$ cat src/rtl/norm_rr_scheduler_if.sv
// Requester and result handshake bundle for the shared normalizer.
// The DUT side uses the slave modport; requesters and the consumer use master.
interface norm_rr_scheduler_if #(
    parameter int N_REQ = 4
);
    localparam int TAG_W = $clog2(N_REQ);

    logic [N_REQ-1:0]    req_valid;
    logic [12*N_REQ-1:0] req_res;
    logic [5*N_REQ-1:0]  req_exp;
    logic [N_REQ-1:0]    req_ready;
    logic                out_valid;
    logic                out_ready;
    logic [10:0]         out_man;
    logic [4:0]          out_exp;
    logic                out_ovf;
    logic [TAG_W-1:0]    out_tag;

    modport master (
        output req_valid, req_res, req_exp, out_ready,
        input  req_ready, out_valid, out_man, out_exp,
        input  out_ovf, out_tag
    );

    modport slave (
        input  req_valid, req_res, req_exp, out_ready,
        output req_ready, out_valid, out_man, out_exp,
        output out_ovf, out_tag
    );
endinterface

$ cat src/rtl/norm_rr_scheduler.sv
// Round-robin shared fp16 normalizer for FFT butterfly requesters.
// Two-stage valid/ready pipeline; results carry the requester tag.
module norm_rr_scheduler #(
    parameter int N_REQ = 4
) (
    input  logic                 clk,
    input  logic                 rst,
    norm_rr_scheduler_if.slave   bus,
    output logic                 busy,
    output logic [7:0]           ovf_cnt
);
    localparam int TAG_W = $clog2(N_REQ);

    typedef struct packed {
        logic [10:0] man;
        logic [4:0]  exp;
        logic        ovf;
    } norm_t;

    function automatic norm_t normalize(
        input logic [11:0] res,
        input logic [4:0]  exp
    );
        norm_t       r;
        logic [3:0]  p;
        logic [3:0]  k;
        logic [10:0] sh;
        r  = '0;
        p  = '0;
        k  = '0;
        sh = '0;
        unique case (1'b1)
            (res == 12'd0): begin
                r = '0;
            end
            res[11]: begin
                r.man = res[11:1];
                r.exp = exp + 5'd1;
            end
            default: begin
                for (int i = 0; i <= 10; i++) begin
                    if (res[i]) p = 4'(i);
                end
                k     = 4'd10 - p;
                sh    = res[10:0] << k;
                r.man = sh;
                r.exp = exp - 5'(k);
            end
        endcase
        r.ovf = (res != 12'd0) && (r.exp == 5'h1f);
        return r;
    endfunction

    logic [TAG_W-1:0] rr_ptr;
    logic [TAG_W-1:0] grant_idx;
    logic [TAG_W-1:0] idx;
    logic             grant_hit;
    logic             s1_valid;
    logic [11:0]      s1_res;
    logic [4:0]       s1_exp;
    logic [TAG_W-1:0] s1_tag;
    logic             s2_en;
    logic             s1_load;
    logic             accept;
    norm_t            s1_norm;

    assign s2_en   = !bus.out_valid || bus.out_ready;
    assign s1_load = !s1_valid || s2_en;
    assign accept  = !rst && grant_hit && s1_load;
    assign busy    = s1_valid | bus.out_valid;
    assign s1_norm = normalize(s1_res, s1_exp);

    // First valid requester at or after rr_ptr, wrapping.
    always_comb begin
        grant_hit = 1'b0;
        grant_idx = '0;
        idx       = '0;
        for (int j = 0; j < N_REQ; j++) begin
            idx = rr_ptr + TAG_W'(j);
            if (!grant_hit && bus.req_valid[idx]) begin
                grant_hit = 1'b1;
                grant_idx = idx;
            end
        end
    end

    always_comb begin
        bus.req_ready = '0;
        if (accept) bus.req_ready[grant_idx] = 1'b1;
    end

    always_ff @(posedge clk) begin
        if (rst) begin
            s1_valid      <= 1'b0;
            s1_res        <= '0;
            s1_exp        <= '0;
            s1_tag        <= '0;
            rr_ptr        <= '0;
            bus.out_valid <= 1'b0;
            bus.out_man   <= '0;
            bus.out_exp   <= '0;
            bus.out_ovf   <= 1'b0;
            bus.out_tag   <= '0;
            ovf_cnt       <= '0;
        end else begin
            if (s1_load) s1_valid <= accept;
            if (accept) begin
                s1_res <= bus.req_res[12*grant_idx +: 12];
                s1_exp <= bus.req_exp[5*grant_idx +: 5];
                s1_tag <= grant_idx;
                rr_ptr <= grant_idx + TAG_W'(1);
            end
            if (s2_en) begin
                bus.out_valid <= s1_valid;
                if (s1_valid) begin
                    bus.out_man <= s1_norm.man;
                    bus.out_exp <= s1_norm.exp;
                    bus.out_ovf <= s1_norm.ovf;
                    bus.out_tag <= s1_tag;
                end
            end
            if (bus.out_valid && bus.out_ready &&
                bus.out_ovf && ovf_cnt != 8'hff) begin
                ovf_cnt <= ovf_cnt + 8'd1;
            end
        end
    end
endmodule

$ cat src/flat_wrapper.sv
// flat-port wrapper written by rule: the top's interface ports become plain ports
module norm_rr_scheduler_flat 
#(
    parameter int N_REQ = 4
)
  (clk, rst, busy, ovf_cnt, bus_req_valid, bus_req_res, bus_req_exp, bus_out_ready, bus_req_ready, bus_out_valid, bus_out_man, bus_out_exp, bus_out_ovf, bus_out_tag);
  norm_rr_scheduler_if #(.N_REQ(N_REQ)) bus_i ();
  input  logic clk;
  input  logic rst;
  output logic busy;
  output logic [7:0] ovf_cnt;
  input wire logic [$bits(bus_i.req_valid)-1:0] bus_req_valid;
  input wire logic [$bits(bus_i.req_res)-1:0] bus_req_res;
  input wire logic [$bits(bus_i.req_exp)-1:0] bus_req_exp;
  input wire logic [$bits(bus_i.out_ready)-1:0] bus_out_ready;
  output wire logic [$bits(bus_i.req_ready)-1:0] bus_req_ready;
  output wire logic [$bits(bus_i.out_valid)-1:0] bus_out_valid;
  output wire logic [$bits(bus_i.out_man)-1:0] bus_out_man;
  output wire logic [$bits(bus_i.out_exp)-1:0] bus_out_exp;
  output wire logic [$bits(bus_i.out_ovf)-1:0] bus_out_ovf;
  output wire logic [$bits(bus_i.out_tag)-1:0] bus_out_tag;
  assign bus_i.req_valid = bus_req_valid;
  assign bus_i.req_res = bus_req_res;
  assign bus_i.req_exp = bus_req_exp;
  assign bus_i.out_ready = bus_out_ready;
  assign bus_req_ready = bus_i.req_ready;
  assign bus_out_valid = bus_i.out_valid;
  assign bus_out_man = bus_i.out_man;
  assign bus_out_exp = bus_i.out_exp;
  assign bus_out_ovf = bus_i.out_ovf;
  assign bus_out_tag = bus_i.out_tag;
  norm_rr_scheduler #(.N_REQ(N_REQ)) u_core (.clk(clk), .rst(rst), .bus(bus_i), .busy(busy), .ovf_cnt(ovf_cnt));
endmodule
$ cat config.mk
export PLATFORM = sky130hd
export DESIGN_NAME = norm_rr_scheduler_flat
export DESIGN_NICKNAME = d
export VERILOG_FILES = /design/src/rtl/norm_rr_scheduler_if.sv /design/src/rtl/norm_rr_scheduler.sv /design/src/flat_wrapper.sv
export SDC_FILE = /design/constraint.sdc
export NUM_CORES = 1
export LEC_CHECK = 0
export ABC_CLOCK_PERIOD_IN_PS = 4400
export CAP_MARGIN = 20
export CORE_UTILIZATION = 64
export CTS_CLUSTER_DIAMETER = 150
export DETAILED_ROUTE_END_ITERATION = 7
export DONT_BUFFER_PORTS = 1
export PLACE_DENSITY = 0.78
export SLEW_MARGIN = 30
export SYNTH_ARGS = -nofsm -noshare
export SYNTH_HDL_FRONTEND = slang
export SYNTH_SLANG_ARGS = --single-unit
$ cat constraint.sdc
create_clock -name clk -period 4.4 [get_ports clk]
set_clock_uncertainty 0.15 [all_clocks]
set_input_delay 0.88 -clock clk [delete_from_list [all_inputs] [get_ports clk]]
set_output_delay 0.88 -clock clk [all_outputs]
set_load 0.01 [all_outputs]
# Word-level counts from Yosys, hierarchy flattened

Index checks and enable logic that the tools add are counted.

Flip-flop bits (word level): 50
Latch bits: 0
Memory bits (writable): 0
Memory bits (read-only): 0
Bits of input ports: 75
Word-level logic and storage cells: 86
Memories: 0

$add $sub $neg: 8
Multipliers: 2
Divide/modulo/power cells: 0
Order comparisons: 6
Equality and inequality tests: 2
Shift-type cells: 3
Muxes and demuxes: 31
Bitwise logic cells: 1
Reductions and logical operators: 22

Operators with widths:

| cell                | count |
|---|---|
| $shiftx 48x7->12    | 1 |
| $mux 4              | 10 |
| $pmux 16 s2         | 1 |
| $shiftx 20x6->5     | 1 |
| $lt 2x3->1 const B  | 5 |
| $logic_not 12->1    | 1 |
| $reduce_bool 12->1  | 1 |
| $shl 11x4->11       | 1 |
| $logic_and 1x1->1   | 10 |
| $mux 1              | 10 |
| $mux 2              | 5 |
| $add 8x1->8 const B | 1 |
| $bmux 1 s2          | 4 |
| $ne 8x8->1 const B  | 1 |
| $logic_not 1->1     | 6 |
| $add 5x1->5 const B | 1 |
| $eq 5x5->1 const B  | 1 |
| $mul 3x2->5 const A | 1 |
| $sub 5x4->5         | 1 |
| $add 2x1->2 const B | 2 |
| $add 2x2->2 const B | 2 |
| $mul 2x2->4 const A | 1 |
| $sub 4x4->4 const A | 1 |
| $demux 1 s2         | 1 |
| 5 further kinds     | 6 |

# Logic depth before layout (Yosys ltp)

Depth in word-level cells: 17
Depth in mapped cells: 19
Gate-level depth less buffers: 18

# Least setup slack after synthesis

Ideal clock, no wire load.

Path type: register -> register
From: reg u_core.s1_res[4]
To: reg u_core.bus.out_exp[4]
Library setup time: 0.079 ns
Arrival: 3.561 ns
Slack: 0.610 ns
Cell stages (with the launch flop): 17
Path through: dfxtp_1 > buf_2 > nor4_2 > o21ai_0 > and2_1 > buf_4 > ha_1 > buf_1 > clkbuf_1 > nor3_1 > xnor2_1 > nor2_1 > ha_1 > a21oi_1 > xnor2_1 > or4b_1 > o211ai_1

Word-level cells in the longest chain between the ends: 11

Ends and longest elaborated chain:

| element                  | RTL line                   | source |
|---|---|---|
| start: declaration       | norm_rr_scheduler.sv:59    | `logic [11:0] s1_res;` |
| start signal: assignment | norm_rr_scheduler.sv:108   | `s1_res <= bus.req_res[12*grant_idx +: 12];` |
| $mux 4 (7 in a row)      | norm_rr_scheduler.sv:42    | `if (res[i]) p = 4'(i);` |
| $mux 4                   | norm_rr_scheduler.sv:32    | `unique case (1'b1)` |
| $sub 4x4->4              | norm_rr_scheduler.sv:44    | `k = 4'd10 - p;` |
| $sub 5x4->5              | norm_rr_scheduler.sv:47    | `r.exp = exp - 5'(k);` |
| $pmux 16 s2 *            | norm_rr_scheduler.sv:32    |  |
| end signal: assignment   | norm_rr_scheduler.sv:117   | `bus.out_exp <= s1_norm.exp;` |
| end: declaration         | norm_rr_scheduler_if.sv:27 | `output req_ready, out_valid, out_man, out_exp,` |

Mark *: on every way between the ends. The rest lies on a longest branch, timed or not. The select of a mux whose other input is x is not followed.
A chain may end at the register's enable or synchronous reset.

# Worst setup path after layout

From: reg u_core.s1_res[9]
To: reg u_core.bus.out_exp[4]

Word-level cells in the longest chain between the ends: 6

Ends and longest elaborated chain:

| element             | RTL line |
|---|---|
| $mux 4 (2 in a row) | norm_rr_scheduler.sv:42 |
| $mux 4              | norm_rr_scheduler.sv:32 |
| $sub 4x4->4         | norm_rr_scheduler.sv:44 |
| $sub 5x4->5         | norm_rr_scheduler.sv:47 |
| $pmux 16 s2 *       | norm_rr_scheduler.sv:32 |

Marks and branches as above.

==> results.cfg <==
[detailed_routing]
drt_iter0_drc = 225
postRouteAntennaNets = 0
drc = 0
viasPerCell = 6.63
finalWirelength_mm = 8.51
num_vias = 3157
drt_pre_antenna_iters = 5
route.detailed.wl_per_inst_um = 17.9

[clocking]
cts_max_level = 2
cts.reportedPaths.clkPinSlew_ns = 0.09
cts_max_path_buffers = 2
clock_latency_ns = 0.31
cts_setup_buffers = 0
tritoncts.num_buffers = 5
clock-sinks = 50
cts.root.buffer_cell = sky130_fd_sc_hd__clkbuf_8
cts_tree = done
post_cts_resized = 0
postCtsHoldBufs = 0

[timing]
worst-slew-pin-transition_ns = 0.793
shortest_clock_period_the_worst_path_allows_after_layout_ns = 3.90
timing.final.max_slew_violations = 0
finalHoldViolCount = 0
unrepaired_setup_endpoints_after_global_routing = false
setup_total_negative_slack_ns = 0
setup_violations = 0
fmaxAchievable_mhz = 257
worst_slew_margin_rel_pct = 47.1
final_min_period_over_clock_period_pct = 88.6

[global_routing]
grt_max_degree = 35
grt_pass1_vias = 2736
grt_overflow = 0
number_of_antenna_violations_at_the_first_check_in_global_routing = 0
grt.total_usage_pct = 30.4
global_route_wire_length_before_repair_mm = 13.0

[setup_path]
worst_ep_required_time_ns = 4.49
critical_path.top_delay_family = simple AND/OR/NAND/NOR gates
critical_path_class = flop to flop
cpMaxStageDelayCell = sky130_fd_sc_hd__dfxtp_1
reg2regPathDepth = 15
worst_r2r_endpoint = u_core.bus.out_exp[4]
cpPeakStageDelay_ns = 0.60
crit_chain = and2b_1 > a211o_1 > and2_1 > inv_2 > ha_1 > or3_4 > nand2_1 > nor3_1 > xnor2_1 > nor2_1 > ha_1 > a21oi_1 > xnor2_1 > or4b_1 > o211ai_1
timing.rr.start = u_core.s1_res[9]
critical_path_depth = 15
timing.critical_path.fanout_max = 14
worst_setup_path_start_kind = flop
arrival_ns = 3.98
critPathCaptureType = flop
rrSetupSlack_ns = 0.50
critical_path.n_buffers_inverters = 1

[finish]
multi_input_gate_area_um2 = 2280
antennaDiodeCount = 0
num-nets-final = 494
regArea_um2 = 1000
area.growth.synth_to_final_pct = 3.78
layout.cells.non_filler = 476
final.fill_count = 441
end_of_flow_core_utilization_pct = 69.6
final_layout_size_suffix_gt1_share_pct = 8.37

[placement]
dp_hpwl_mm = 6.41
post-place-cells = 468
port_buffers = 0
place_congestion = 0.929

[logic_synthesis]
yosys.area.top_type_share_pct = 29.0
synth-edff-count = 0
async_flop_share_pct = 0
netlist-cell-type-count = 62
yosys_warnings = 0
synth.largest_area_cell = sky130_fd_sc_hd__dfxtp_1
synthCells = 421
synth_top_flop_cell = sky130_fd_sc_hd__dfxtp_1
synth.area.top_cells = sky130_fd_sc_hd__dfxtp_1 (29%), sky130_fd_sc_hd__mux2i_1 (12%), sky130_fd_sc_hd__nor2_1 (4.9%)
postSynthNetCount = 510
avgSynthCellArea_um2 = 8.18
synth-seq-area-share_pct = 29.0
post_synth_instance_area_um2 = 3450
synth.ff_latch_count = 50

[run]
drv_cap = 0

[die]
fp.dieW_um = 75.4
design.portCount = 108
placeableCoreArea_um2 = 5140
dieHeight_um = 75.4
dieArea_um2 = 5680
floorplan.initialDensity_pct = 67.0
placement_rows = 26

[pwr]
vdd.ir_drop.worst_mv = 0.234
power_density_nw_per_um2 = 536
p_leak_nw = 1.45

[worst_hold_path]
hp-class = flop to flop
whs_path_depth = 2
min_to = u_core.bus.out_tag[1]
hold_path.startpoint = u_core.s1_tag[1]

[run_status]
run_status = finished clean
stage by stage:
stage | setup slack, ns | cell area [um2] | hold slack, ns | power (mW)
after global routing | 0.304 | 3580 | 0.338 | 2.06
after CTS | 0.555 | 3580 | 0.306 | 1.90
final | 0.502 | 3580 | 0.308 | 1.92
after floorplan | 0.610 | 3450 | 0.282 | 1.41
after global placement | 0.664 | 3480 | 0.291 | 1.61
after detailed placement | 0.574 | 3480 | 0.292 | 1.61
Yosys cell counts, types with 2 or more instances:
cell type / n
sky130_fd_sc_hd__a2111oi_0: 2
sky130_fd_sc_hd__a211oi_1: 10
sky130_fd_sc_hd__a21o_1: 2
sky130_fd_sc_hd__a21oi_1: 27
sky130_fd_sc_hd__a221oi_1: 4
sky130_fd_sc_hd__a22oi_1: 2
sky130_fd_sc_hd__a31oi_1: 2
sky130_fd_sc_hd__a32oi_1: 3
sky130_fd_sc_hd__and2_1: 7
sky130_fd_sc_hd__buf_1: 3
sky130_fd_sc_hd__buf_2: 8
sky130_fd_sc_hd__clkbuf_1: 20
sky130_fd_sc_hd__dfxtp_1: 50
sky130_fd_sc_hd__ha_1: 13
sky130_fd_sc_hd__inv_1: 9
sky130_fd_sc_hd__mux2_2: 2
sky130_fd_sc_hd__mux2i_1: 42
sky130_fd_sc_hd__nand2_1: 25
sky130_fd_sc_hd__nand2b_1: 7
sky130_fd_sc_hd__nand3_1: 27
sky130_fd_sc_hd__nand4_1: 3
sky130_fd_sc_hd__nor2_1: 45
sky130_fd_sc_hd__nor2b_1: 6
sky130_fd_sc_hd__nor3_1: 12
sky130_fd_sc_hd__nor4_1: 3
sky130_fd_sc_hd__nor4_2: 2
sky130_fd_sc_hd__o2111ai_1: 3
sky130_fd_sc_hd__o211ai_1: 3
sky130_fd_sc_hd__o21a_1: 2
sky130_fd_sc_hd__o21ai_0: 13
sky130_fd_sc_hd__o221ai_1: 18
sky130_fd_sc_hd__o22ai_1: 3
sky130_fd_sc_hd__o31ai_1: 3
sky130_fd_sc_hd__or2_2: 2
sky130_fd_sc_hd__or3_1: 3
sky130_fd_sc_hd__or4b_1: 2
sky130_fd_sc_hd__xnor2_1: 4
sky130_fd_sc_hd__xor2_1: 5
layout by cell type (no fill, tap or decap), types with 3 or more instances in the layout:
master,synthesis,final
sky130_fd_sc_hd__nand2b_1,7,7
sky130_fd_sc_hd__a32oi_1,3,3
sky130_fd_sc_hd__o211ai_1,3,3
sky130_fd_sc_hd__nor4_1,3,3
sky130_fd_sc_hd__o21ai_0,13,13
sky130_fd_sc_hd__a211oi_1,10,10
sky130_fd_sc_hd__o221ai_1,18,18
sky130_fd_sc_hd__o2111ai_1,3,3
sky130_fd_sc_hd__and2_1,7,7
sky130_fd_sc_hd__or3_1,3,3
sky130_fd_sc_hd__xor2_1,5,5
sky130_fd_sc_hd__inv_1,9,9
sky130_fd_sc_hd__a21oi_1,27,27
sky130_fd_sc_hd__a221oi_1,4,4
sky130_fd_sc_hd__dfxtp_1,50,50
sky130_fd_sc_hd__xnor2_1,4,4
sky130_fd_sc_hd__o31ai_1,3,3
sky130_fd_sc_hd__nor2b_1,6,6
sky130_fd_sc_hd__mux2i_1,42,42
sky130_fd_sc_hd__clkbuf_8,0,6
sky130_fd_sc_hd__nand2_1,25,25
sky130_fd_sc_hd__ha_1,13,13
sky130_fd_sc_hd__buf_4,1,10
sky130_fd_sc_hd__nand4_1,3,3
sky130_fd_sc_hd__nor3_1,12,12
sky130_fd_sc_hd__nand3_1,27,27
sky130_fd_sc_hd__nor2_1,45,45
worst register-to-register path, stage by stage (launching register included):
cell	delay (ns)
sky130_fd_sc_hd__dfxtp_1	0.60
sky130_fd_sc_hd__and2b_1	0.27
sky130_fd_sc_hd__a211o_1	0.33
sky130_fd_sc_hd__and2_1	0.18
sky130_fd_sc_hd__inv_2	0.11
sky130_fd_sc_hd__ha_1	0.20
sky130_fd_sc_hd__or3_4	0.14
sky130_fd_sc_hd__nand2_1	0.21
sky130_fd_sc_hd__nor3_1	0.25
sky130_fd_sc_hd__xnor2_1	0.16
sky130_fd_sc_hd__nor2_1	0.06
sky130_fd_sc_hd__ha_1	0.31
sky130_fd_sc_hd__a21oi_1	0.17
sky130_fd_sc_hd__xnor2_1	0.13
sky130_fd_sc_hd__or4b_1	0.47
sky130_fd_sc_hd__o211ai_1	0.09
sequential cells by signal, indices dropped and copies added, names as in the netlist, 2 cells and up:
signal / cells
u_core.s1_res: 12
u_core.bus.out_exp: 5
u_core.rr_ptr: 2
u_core.bus.out_tag: 2
u_core.s1_exp: 5
u_core.ovf_cnt: 8
u_core.s1_tag: 2
u_core.bus.out_man: 11
kinds of logic after synthesis:
family                     Yosys count  share of synthesized area (%)
buffers and inverters               43                           5.30
AOI/OAI and AO/OA                  108                           22.4
muxes                               45                           13.3
xor gates and xnor gates             9                           2.29
and+or+nand+nor                    152                           22.4
adders and majority gates           14                           5.30
DFF                                 50                           29.0
power by group:
part | total [mW] | internal (mW) | switching (mW)
clock | 0.289 | 0.130 | 0.160
combinational | 1.00 | 0.409 | 0.596
sequential | 0.624 | 0.523 | 0.101
total | 1.92 | 1.06 | 0.856
routing by layer:
metal | GRT usage [%] | vias to the layer above | wire length (um)
met1 | 41.6 | 1463 | 3840
met5 | 0 | - | 0
li1 | - | 1534 | -
met2 | 49.7 | 150 | 4050
met4 | 7.82 | 0 | 73
met3 | 5.56 | 10 | 547
worst max-delay path by stage:
stage | startpoint | endpoint | slack, ns
4_1_cts | u_core.s1_res[9] | u_core.bus.out_exp[4] | 0.55
3_3_place_gp | u_core.s1_res[9] | u_core.bus.out_exp[4] | 0.66
5_1_grt | u_core.s1_res[9] | u_core.bus.out_exp[4] | 0.30
2_1_floorplan | u_core.s1_res[4] | u_core.bus.out_exp[4] | 0.61
6_report | u_core.s1_res[9] | u_core.bus.out_exp[4] | 0.50
3_5_place_dp | u_core.s1_res[9] | u_core.bus.out_exp[4] | 0.57
cell type report:
class / count / area share, %
clock buffer: 6 / 2.31
inverter: 10 / 1.05
tap: 70 / 2.45
multi-input combinational: 328 / 63.6
sequential: 50 / 28.0
clock inverter: 2 / 0.455
timing repair buffer: 10 / 2.10
(Power assumes the default switching activity.)
